$ cat config.mk
export PLATFORM = sky130hd
export DESIGN_NAME = mem_arbiter_flat
export DESIGN_NICKNAME = d
export VERILOG_FILES = /design/src/rtl/mem_arbiter_if.sv /design/src/rtl/mem_arbiter.sv /design/src/flat_wrapper.sv
export SDC_FILE = /design/constraint.sdc
export NUM_CORES = 1
export LEC_CHECK = 0
export ABC_AREA = 1
export BUFFER_PORTS_ARGS = -buffer_cell sky130_fd_sc_hd__buf_2
export CORE_ASPECT_RATIO = 0.7
export CORE_MARGIN = 10
export CORE_UTILIZATION = 55
export DETAILED_ROUTE_END_ITERATION = 8
export HOLD_SLACK_MARGIN = 0.03
export PLACE_DENSITY = 0.91
export RECOVER_POWER = 25
export SLEW_MARGIN = 25
export SYNTH_ARGS = -nofsm -noshare
export SYNTH_HDL_FRONTEND = slang
export SYNTH_SLANG_ARGS = --single-unit
$ cat constraint.sdc
create_clock -name clk -period 4.6 [get_ports clk]
set_clock_uncertainty 0.15 [all_clocks]
set_input_delay 0.92 -clock clk [delete_from_list [all_inputs] [get_ports clk]]
set_output_delay 0.92 -clock clk [all_outputs]
set_load 0.02 [all_outputs]
$ cat src/rtl/mem_arbiter_if.sv
// Request/response and RAM-port bundle for the byte-wide memory arbiter.
// The slave modport is the arbiter's view; master is the environment's view.
interface mem_arbiter_if #(
  parameter int unsigned ADDR_LEN = 32,
  parameter int unsigned DATA_LEN = 32
);
  logic                rollback;
  // Instruction fetch channel
  logic                if_valid;
  logic [ADDR_LEN-1:0] if_addr;
  logic                if_done;
  logic [DATA_LEN-1:0] if_data;
  // Load/store channel
  logic                ls_valid;
  logic                ls_wr;
  logic [1:0]          ls_size;
  logic                ls_signed;
  logic [ADDR_LEN-1:0] ls_addr;
  logic [DATA_LEN-1:0] ls_wdata;
  logic                ls_done;
  logic [DATA_LEN-1:0] ls_rdata;
  // Byte-wide RAM port
  logic [7:0]          mem_din;
  logic [7:0]          mem_dout;
  logic [ADDR_LEN-1:0] mem_a;
  logic                mem_wr;

  modport slave (
    input  rollback,
    input  if_valid, if_addr,
    output if_done, if_data,
    input  ls_valid, ls_wr, ls_size, ls_signed, ls_addr, ls_wdata,
    output ls_done, ls_rdata,
    input  mem_din,
    output mem_dout, mem_a, mem_wr
  );

  modport master (
    output rollback,
    output if_valid, if_addr,
    input  if_done, if_data,
    output ls_valid, ls_wr, ls_size, ls_signed, ls_addr, ls_wdata,
    input  ls_done, ls_rdata,
    output mem_din,
    input  mem_dout, mem_a, mem_wr
  );
endinterface

$ cat src/rtl/mem_arbiter.sv
// Round-robin arbiter sharing one byte-wide RAM port between instruction
// fetch (4-byte reads) and the load/store path (1/2/4-byte loads and stores).
// Requests are split into byte beats; load data is assembled little-endian.
module mem_arbiter #(
  parameter int unsigned ADDR_LEN = 32,
  parameter int unsigned DATA_LEN = 32
) (
  input logic          clk,
  input logic          rst,
  mem_arbiter_if.slave bus
);

  typedef enum logic [2:0] {StIdle, StIfRd, StLsRd, StLsWr, StDone} state_e;

  state_e              state_q;
  logic                last_ls_q;   // 1: previous grant went to LS
  logic [2:0]          cnt_q;       // edges since accept, minus one
  logic [2:0]          beats_q;     // N: 1, 2 or 4
  logic                sgn_q;
  logic [ADDR_LEN-1:0] base_q;
  logic [31:0]         wdata_q;
  logic [23:0]         rbuf_q;      // bytes 0..2 collected so far

  logic       grant_if;
  logic [2:0] ls_beats;
  logic [2:0] nxt;
  logic [7:0] nxt_wbyte;
  logic [31:0] rd_word;

  // Arbitration and beat bookkeeping
  always_comb begin
    grant_if = bus.if_valid && (!bus.ls_valid || last_ls_q);
    unique case (bus.ls_size)
      2'd0:    ls_beats = 3'd1;
      2'd1:    ls_beats = 3'd2;
      default: ls_beats = 3'd4;
    endcase
    nxt = cnt_q + 3'd1;
    case (nxt)
      3'd1:    nxt_wbyte = wdata_q[15:8];
      3'd2:    nxt_wbyte = wdata_q[23:16];
      3'd3:    nxt_wbyte = wdata_q[31:24];
      default: nxt_wbyte = 8'h00;
    endcase
  end

  // Final load word: merge the byte arriving now and extend per size/sign
  always_comb begin
    case (beats_q)
      3'd1:    rd_word = {{24{sgn_q & bus.mem_din[7]}}, bus.mem_din};
      3'd2:    rd_word = {{16{sgn_q & bus.mem_din[7]}}, bus.mem_din, rbuf_q[7:0]};
      default: rd_word = {bus.mem_din, rbuf_q};
    endcase
  end

  // Sequencer FSM with registered outputs
  always_ff @(posedge clk or negedge rst) begin
    if (!rst) begin
      state_q      <= StIdle;
      last_ls_q    <= 1'b1;
      cnt_q        <= '0;
      beats_q      <= '0;
      sgn_q        <= 1'b0;
      base_q       <= '0;
      wdata_q      <= '0;
      rbuf_q       <= '0;
      bus.if_done  <= 1'b0;
      bus.if_data  <= '0;
      bus.ls_done  <= 1'b0;
      bus.ls_rdata <= '0;
      bus.mem_a    <= '0;
      bus.mem_wr   <= 1'b0;
      bus.mem_dout <= '0;
    end else begin
      unique case (state_q)
        StIdle: begin
          if (!bus.rollback && (bus.if_valid || bus.ls_valid)) begin
            cnt_q <= '0;
            if (grant_if) begin
              state_q   <= StIfRd;
              last_ls_q <= 1'b0;
              beats_q   <= 3'd4;
              sgn_q     <= 1'b0;
              base_q    <= bus.if_addr;
              bus.mem_a <= bus.if_addr;
            end else begin
              last_ls_q <= 1'b1;
              beats_q   <= ls_beats;
              sgn_q     <= bus.ls_signed;
              base_q    <= bus.ls_addr;
              wdata_q   <= bus.ls_wdata[31:0];
              bus.mem_a <= bus.ls_addr;
              if (bus.ls_wr) begin
                state_q      <= StLsWr;
                bus.mem_wr   <= 1'b1;
                bus.mem_dout <= bus.ls_wdata[7:0];
              end else begin
                state_q <= StLsRd;
              end
            end
          end
        end
        StIfRd, StLsRd: begin
          if (bus.rollback) begin
            // Speculative read dropped; partial bytes are simply abandoned
            state_q   <= StIdle;
            bus.mem_a <= '0;
          end else begin
            cnt_q <= nxt;
            if (nxt < beats_q) bus.mem_a <= base_q + ADDR_LEN'(nxt);
            else               bus.mem_a <= '0;
            if (cnt_q == beats_q) begin
              state_q <= StDone;
              if (state_q == StIfRd) begin
                bus.if_done <= 1'b1;
                bus.if_data <= DATA_LEN'(rd_word);
              end else begin
                bus.ls_done  <= 1'b1;
                bus.ls_rdata <= DATA_LEN'(rd_word);
              end
            end else begin
              // Byte k arrives two edges after its address was issued
              case (cnt_q)
                3'd1:    rbuf_q[7:0]   <= bus.mem_din;
                3'd2:    rbuf_q[15:8]  <= bus.mem_din;
                3'd3:    rbuf_q[23:16] <= bus.mem_din;
                default: ;
              endcase
            end
          end
        end
        StLsWr: begin
          // Stores are never flushed: rollback is ignored here
          cnt_q <= nxt;
          if (nxt < beats_q) begin
            bus.mem_a    <= base_q + ADDR_LEN'(nxt);
            bus.mem_dout <= nxt_wbyte;
          end else begin
            state_q      <= StDone;
            bus.mem_a    <= '0;
            bus.mem_dout <= '0;
            bus.mem_wr   <= 1'b0;
            bus.ls_done  <= 1'b1;
          end
        end
        StDone: begin
          state_q     <= StIdle;
          bus.if_done <= 1'b0;
          bus.ls_done <= 1'b0;
        end
        default: state_q <= StIdle;
      endcase
    end
  end

endmodule
$ cat src/flat_wrapper.sv
// flat-port wrapper written by rule: the top's interface ports become plain ports
module mem_arbiter_flat 
#(
  parameter int unsigned ADDR_LEN = 32,
  parameter int unsigned DATA_LEN = 32
)
  (clk, rst, bus_rollback, bus_if_valid, bus_if_addr, bus_if_done, bus_if_data, bus_ls_valid, bus_ls_wr, bus_ls_size, bus_ls_signed, bus_ls_addr, bus_ls_wdata, bus_ls_done, bus_ls_rdata, bus_mem_din, bus_mem_dout, bus_mem_a, bus_mem_wr);
  mem_arbiter_if #(.ADDR_LEN(ADDR_LEN), .DATA_LEN(DATA_LEN)) bus_i ();
  input logic clk;
  input logic rst;
  input wire logic [$bits(bus_i.rollback)-1:0] bus_rollback;
  input wire logic [$bits(bus_i.if_valid)-1:0] bus_if_valid;
  input wire logic [$bits(bus_i.if_addr)-1:0] bus_if_addr;
  output wire logic [$bits(bus_i.if_done)-1:0] bus_if_done;
  output wire logic [$bits(bus_i.if_data)-1:0] bus_if_data;
  input wire logic [$bits(bus_i.ls_valid)-1:0] bus_ls_valid;
  input wire logic [$bits(bus_i.ls_wr)-1:0] bus_ls_wr;
  input wire logic [$bits(bus_i.ls_size)-1:0] bus_ls_size;
  input wire logic [$bits(bus_i.ls_signed)-1:0] bus_ls_signed;
  input wire logic [$bits(bus_i.ls_addr)-1:0] bus_ls_addr;
  input wire logic [$bits(bus_i.ls_wdata)-1:0] bus_ls_wdata;
  output wire logic [$bits(bus_i.ls_done)-1:0] bus_ls_done;
  output wire logic [$bits(bus_i.ls_rdata)-1:0] bus_ls_rdata;
  input wire logic [$bits(bus_i.mem_din)-1:0] bus_mem_din;
  output wire logic [$bits(bus_i.mem_dout)-1:0] bus_mem_dout;
  output wire logic [$bits(bus_i.mem_a)-1:0] bus_mem_a;
  output wire logic [$bits(bus_i.mem_wr)-1:0] bus_mem_wr;
  assign bus_i.rollback = bus_rollback;
  assign bus_i.if_valid = bus_if_valid;
  assign bus_i.if_addr = bus_if_addr;
  assign bus_if_done = bus_i.if_done;
  assign bus_if_data = bus_i.if_data;
  assign bus_i.ls_valid = bus_ls_valid;
  assign bus_i.ls_wr = bus_ls_wr;
  assign bus_i.ls_size = bus_ls_size;
  assign bus_i.ls_signed = bus_ls_signed;
  assign bus_i.ls_addr = bus_ls_addr;
  assign bus_i.ls_wdata = bus_ls_wdata;
  assign bus_ls_done = bus_i.ls_done;
  assign bus_ls_rdata = bus_i.ls_rdata;
  assign bus_i.mem_din = bus_mem_din;
  assign bus_mem_dout = bus_i.mem_dout;
  assign bus_mem_a = bus_i.mem_a;
  assign bus_mem_wr = bus_i.mem_wr;
  mem_arbiter #(.ADDR_LEN(ADDR_LEN), .DATA_LEN(DATA_LEN)) u_core (.clk(clk), .rst(rst), .bus(bus_i));
endmodule
==> out/qor.csv <==
stage,metric,value,unit
pwr,power_leakage,0.00635,uW
worst_setup_path,crit-reg2reg-capture,u_core.bus.mem_a[24],
timing,timing.final.crit_share,70.9,%
grt,grt_pass1_vias,9226,
synth,synth.area.top_cells,"dfrtp_1, nand2_1, inv_1",
job,drv_cap,1,
timing,worst_hold_slack,323,ps
timing,setup_viol,0,
cells_and_area,syn_to_final_growth,18.7,%
routing,vias,9749,
clocking,worstSkewPairLatency,450,ps
pwr,total_power,9070,uW
synth,synth_fp_nets,1489,
synth,syn-cell-area,10100,um^2
placed_design,dp_hpwl,21500,um
clocking,cts_buffers,17,
clocking,cts.sinks,198,
synth,synth_top_flop_cell,dfrtp_1,
timing,slew_headroom,-48.3,%
grt,grt.total_usage,24.0,%
synth,ys_async_sr_fraction,100,%
routing,drt-total-wl,29700,um
worst_setup_path,start_kind,register,
grt,grt_first_pass_wirelength,48100,um
worst_hold_path,worstHoldStart,u_core.bus.if_data[4],
synth,synth.avg_cell_area,7.38,um^2
clocking,clockBufferDepth,2,
grt,grt_max_degree,92,
grt,grt-ovfl-total,0,
routing,route.antenna.remaining_nets,0,
clocking,postCtsHoldBufs,0,
synth,yosysWarnings,0,
floorplan,start_util,55.9,%
timing,hold_viol,0,
synth,seq_area_frac_synth,49.2,%
worst_setup_path,critical_path_arrival,3480,ps
floorplan,fp.dieW,182,um
synth,post-synth-top-count-cell,nand2_1,
routing,wl_per_cell,16.3,um
timing,period_needed,3260,ps
timing,slew_viol_final,91,
grt,busiest_layer,met2,
worst_setup_path,critPathMaxFanout,20,
run_status,violations,"max-capacitance violations, max-slew violations",
timing,worst_pin_slew,2230,ps
worst_hold_path,hold_class,reg2reg,
synth,synth_edf_count,0,
floorplan,fp.coreArea,18000,um^2
run_status,status,"complete, but fails checks",
timing,rsz0062_at_grt,false,
worst_setup_path,end_kind,register,
placed_design,port_buffers,219,
worst_hold_path,worstHoldPathCells,2,
grt,use_met1,33.9,%
worst_setup_path,worst_ep_required_time,4820,ps
floorplan,num_rows,41,
synth,yosys.area.top_type,dfrtp_1,
cells_and_area,drive_above_1_share,18.2,%
routing,route.detailed.drc,0,
worst_setup_path,critPathKind,reg2reg,
worst_setup_path,r2r-start,u_core.cnt_q[0],
synth,synthTopCellsByCount,"nand2_1, dfrtp_1, inv_1",
clocking,cts_resized,0,
routing,viasPerCell,5.37,
placed_design,gp_congestion,0.946,
synth,yosysUniqueCellTypes,36,
floorplan,die_h,133,um
routing,first_pass_iters,5,
worst_setup_path,worst-r2r-cell-count,10,
synth,ys_seq_elements,198,
worst_hold_path,worstHoldEndpoint,u_core.bus.if_data[4],
timing,max_freq,307,MHz
clocking,cts_tree,done,
synth,netlist.area_leader.share,49.0,%
grt,groute.layer.met3.usage,6.55,%
clocking,htreeDepth,4,
clocking,cts_root_buffer,clkbuf_16,
pwr,pwr_density_cell,759,nW/um^2
clocking,clk_pin_slew,80,ps
worst_setup_path,regToRegSetupSlack,1340,ps
grt,met2_usage,35.2,%
timing,tns,0,ps
pwr,ir_worst_vdd,0.000371,V
grt,antenna_found_initial,4,
clocking,cts_setup_buffers,0,
synth,syn_inst,1364,
floorplan,die_area,24200,um^2
cells_and_area,fin_nets,1687,
routing,drtIter0Drc,1264,
floorplan,io_pins,220,
-- sequential cells by signal, summed over array words and instances (netlist names), 3 cells and up --
name / count
u_core.beats_q: 3
u_core.bus.if_data: 32
u_core.rbuf_q: 24
u_core.state_q: 3
u_core.cnt_q: 3
u_core.bus.mem_dout: 8
u_core.wdata_q: 24
u_core.bus.mem_a: 32
u_core.base_q: 32
u_core.bus.ls_rdata: 32
-- placed cells by master, fill, tap and decap left out, types with 17 or more instances in the layout --
| cell type | netlist | routed |
|---|---|---|
| a21oi_1 | 41 | 41 |
| buf_2 | 21 | 218 |
| clkbuf_16 | 0 | 17 |
| dfrtp_1 | 197 | 197 |
| inv_1 | 138 | 137 |
| nand2_1 | 577 | 577 |
| nand3_1 | 58 | 58 |
| nor2_1 | 101 | 101 |
| o21ai_0 | 78 | 78 |
| o21ai_1 | 35 | 35 |
-- layer usage --
layer / routed length (um) / part of all wire (%)
met4: 528 / 1.8
met1: 12900 / 44
met3: 3050 / 10
met5: 0 / 0
met2: 13200 / 44
-- cells by family after synthesis --
logic type | Yosys count | synth area share, %
AOI/OAI and AO/OA | 186 | 10.0
and+or+nand+nor | 764 | 30.4
adders and majority gates | 12 | 1.57
DFF | 198 | 49.2
xor gates and xnor gates | 10 | 0.870
buffers and inverters | 194 | 7.87
-- per-stage QoR --
| stage | util, % | instances | area, um^2 | worst slack, ps |
|---|---|---|---|---|
| after floorplan | - | 1364 | 10100 | 2200 |
| after detailed placement | 62.8 | 1779 | 11300 | 1400 |
| after global placement | 62.8 | 1779 | 11300 | 1490 |
| after global routing | 66.3 | 1815 | 11900 | 1170 |
| after CTS | 66.3 | 1811 | 11900 | 1410 |
| final | 66.3 | 1815 | 11900 | 1340 |
-- power by group --
part           internal, uW  switching (uW)
clock network           807             777
registers              2620             575
logic                  1370            2920
total                  4800            4270
-- cell type report --
| type | instances | area [um^2] |
|---|---|---|
| Antenna cell | 4 | 10.0 |
| Clock inverter | 14 | 203 |
| Inverter | 146 | 549 |
| Sequential cell | 198 | 4960 |
| Fill cell | 1488 | 6060 |
| Tap cell | 236 | 295 |
| Timing Repair Buffer | 227 | 1170 |
| Clock buffer | 18 | 439 |
| Multi-Input combinational cell | 972 | 4320 |
-- worst max-delay path: stages (launching register included) --
cell	delay, ps
dfrtp_1	420
ha_1	220
ha_1	320
inv_1	110
ha_1	280
inv_1	50
o21ai_0	230
nor2_2	820
buf_4	340
nand3_1	100
a21oi_1	150
-- worst max path at each step --
| stage | startpoint | end | slack [ps] | cells after the start |
|---|---|---|---|---|
| floorplan | u_core.cnt_q[0] | u_core.bus.mem_a[14] | 2200 | 11 |
| detailed placement | u_core.cnt_q[0] | u_core.bus.mem_a[19] | 1400 | 10 |
| finish | u_core.cnt_q[0] | u_core.bus.mem_a[24] | 1340 | 10 |
| CTS | u_core.cnt_q[0] | u_core.bus.mem_a[25] | 1410 | 10 |
| global placement | u_core.cnt_q[0] | u_core.bus.mem_a[19] | 1490 | 10 |
| global route | u_core.cnt_q[0] | u_core.bus.mem_a[24] | 1170 | 10 |
Note: power is estimated with default switching activity, not from simulation.
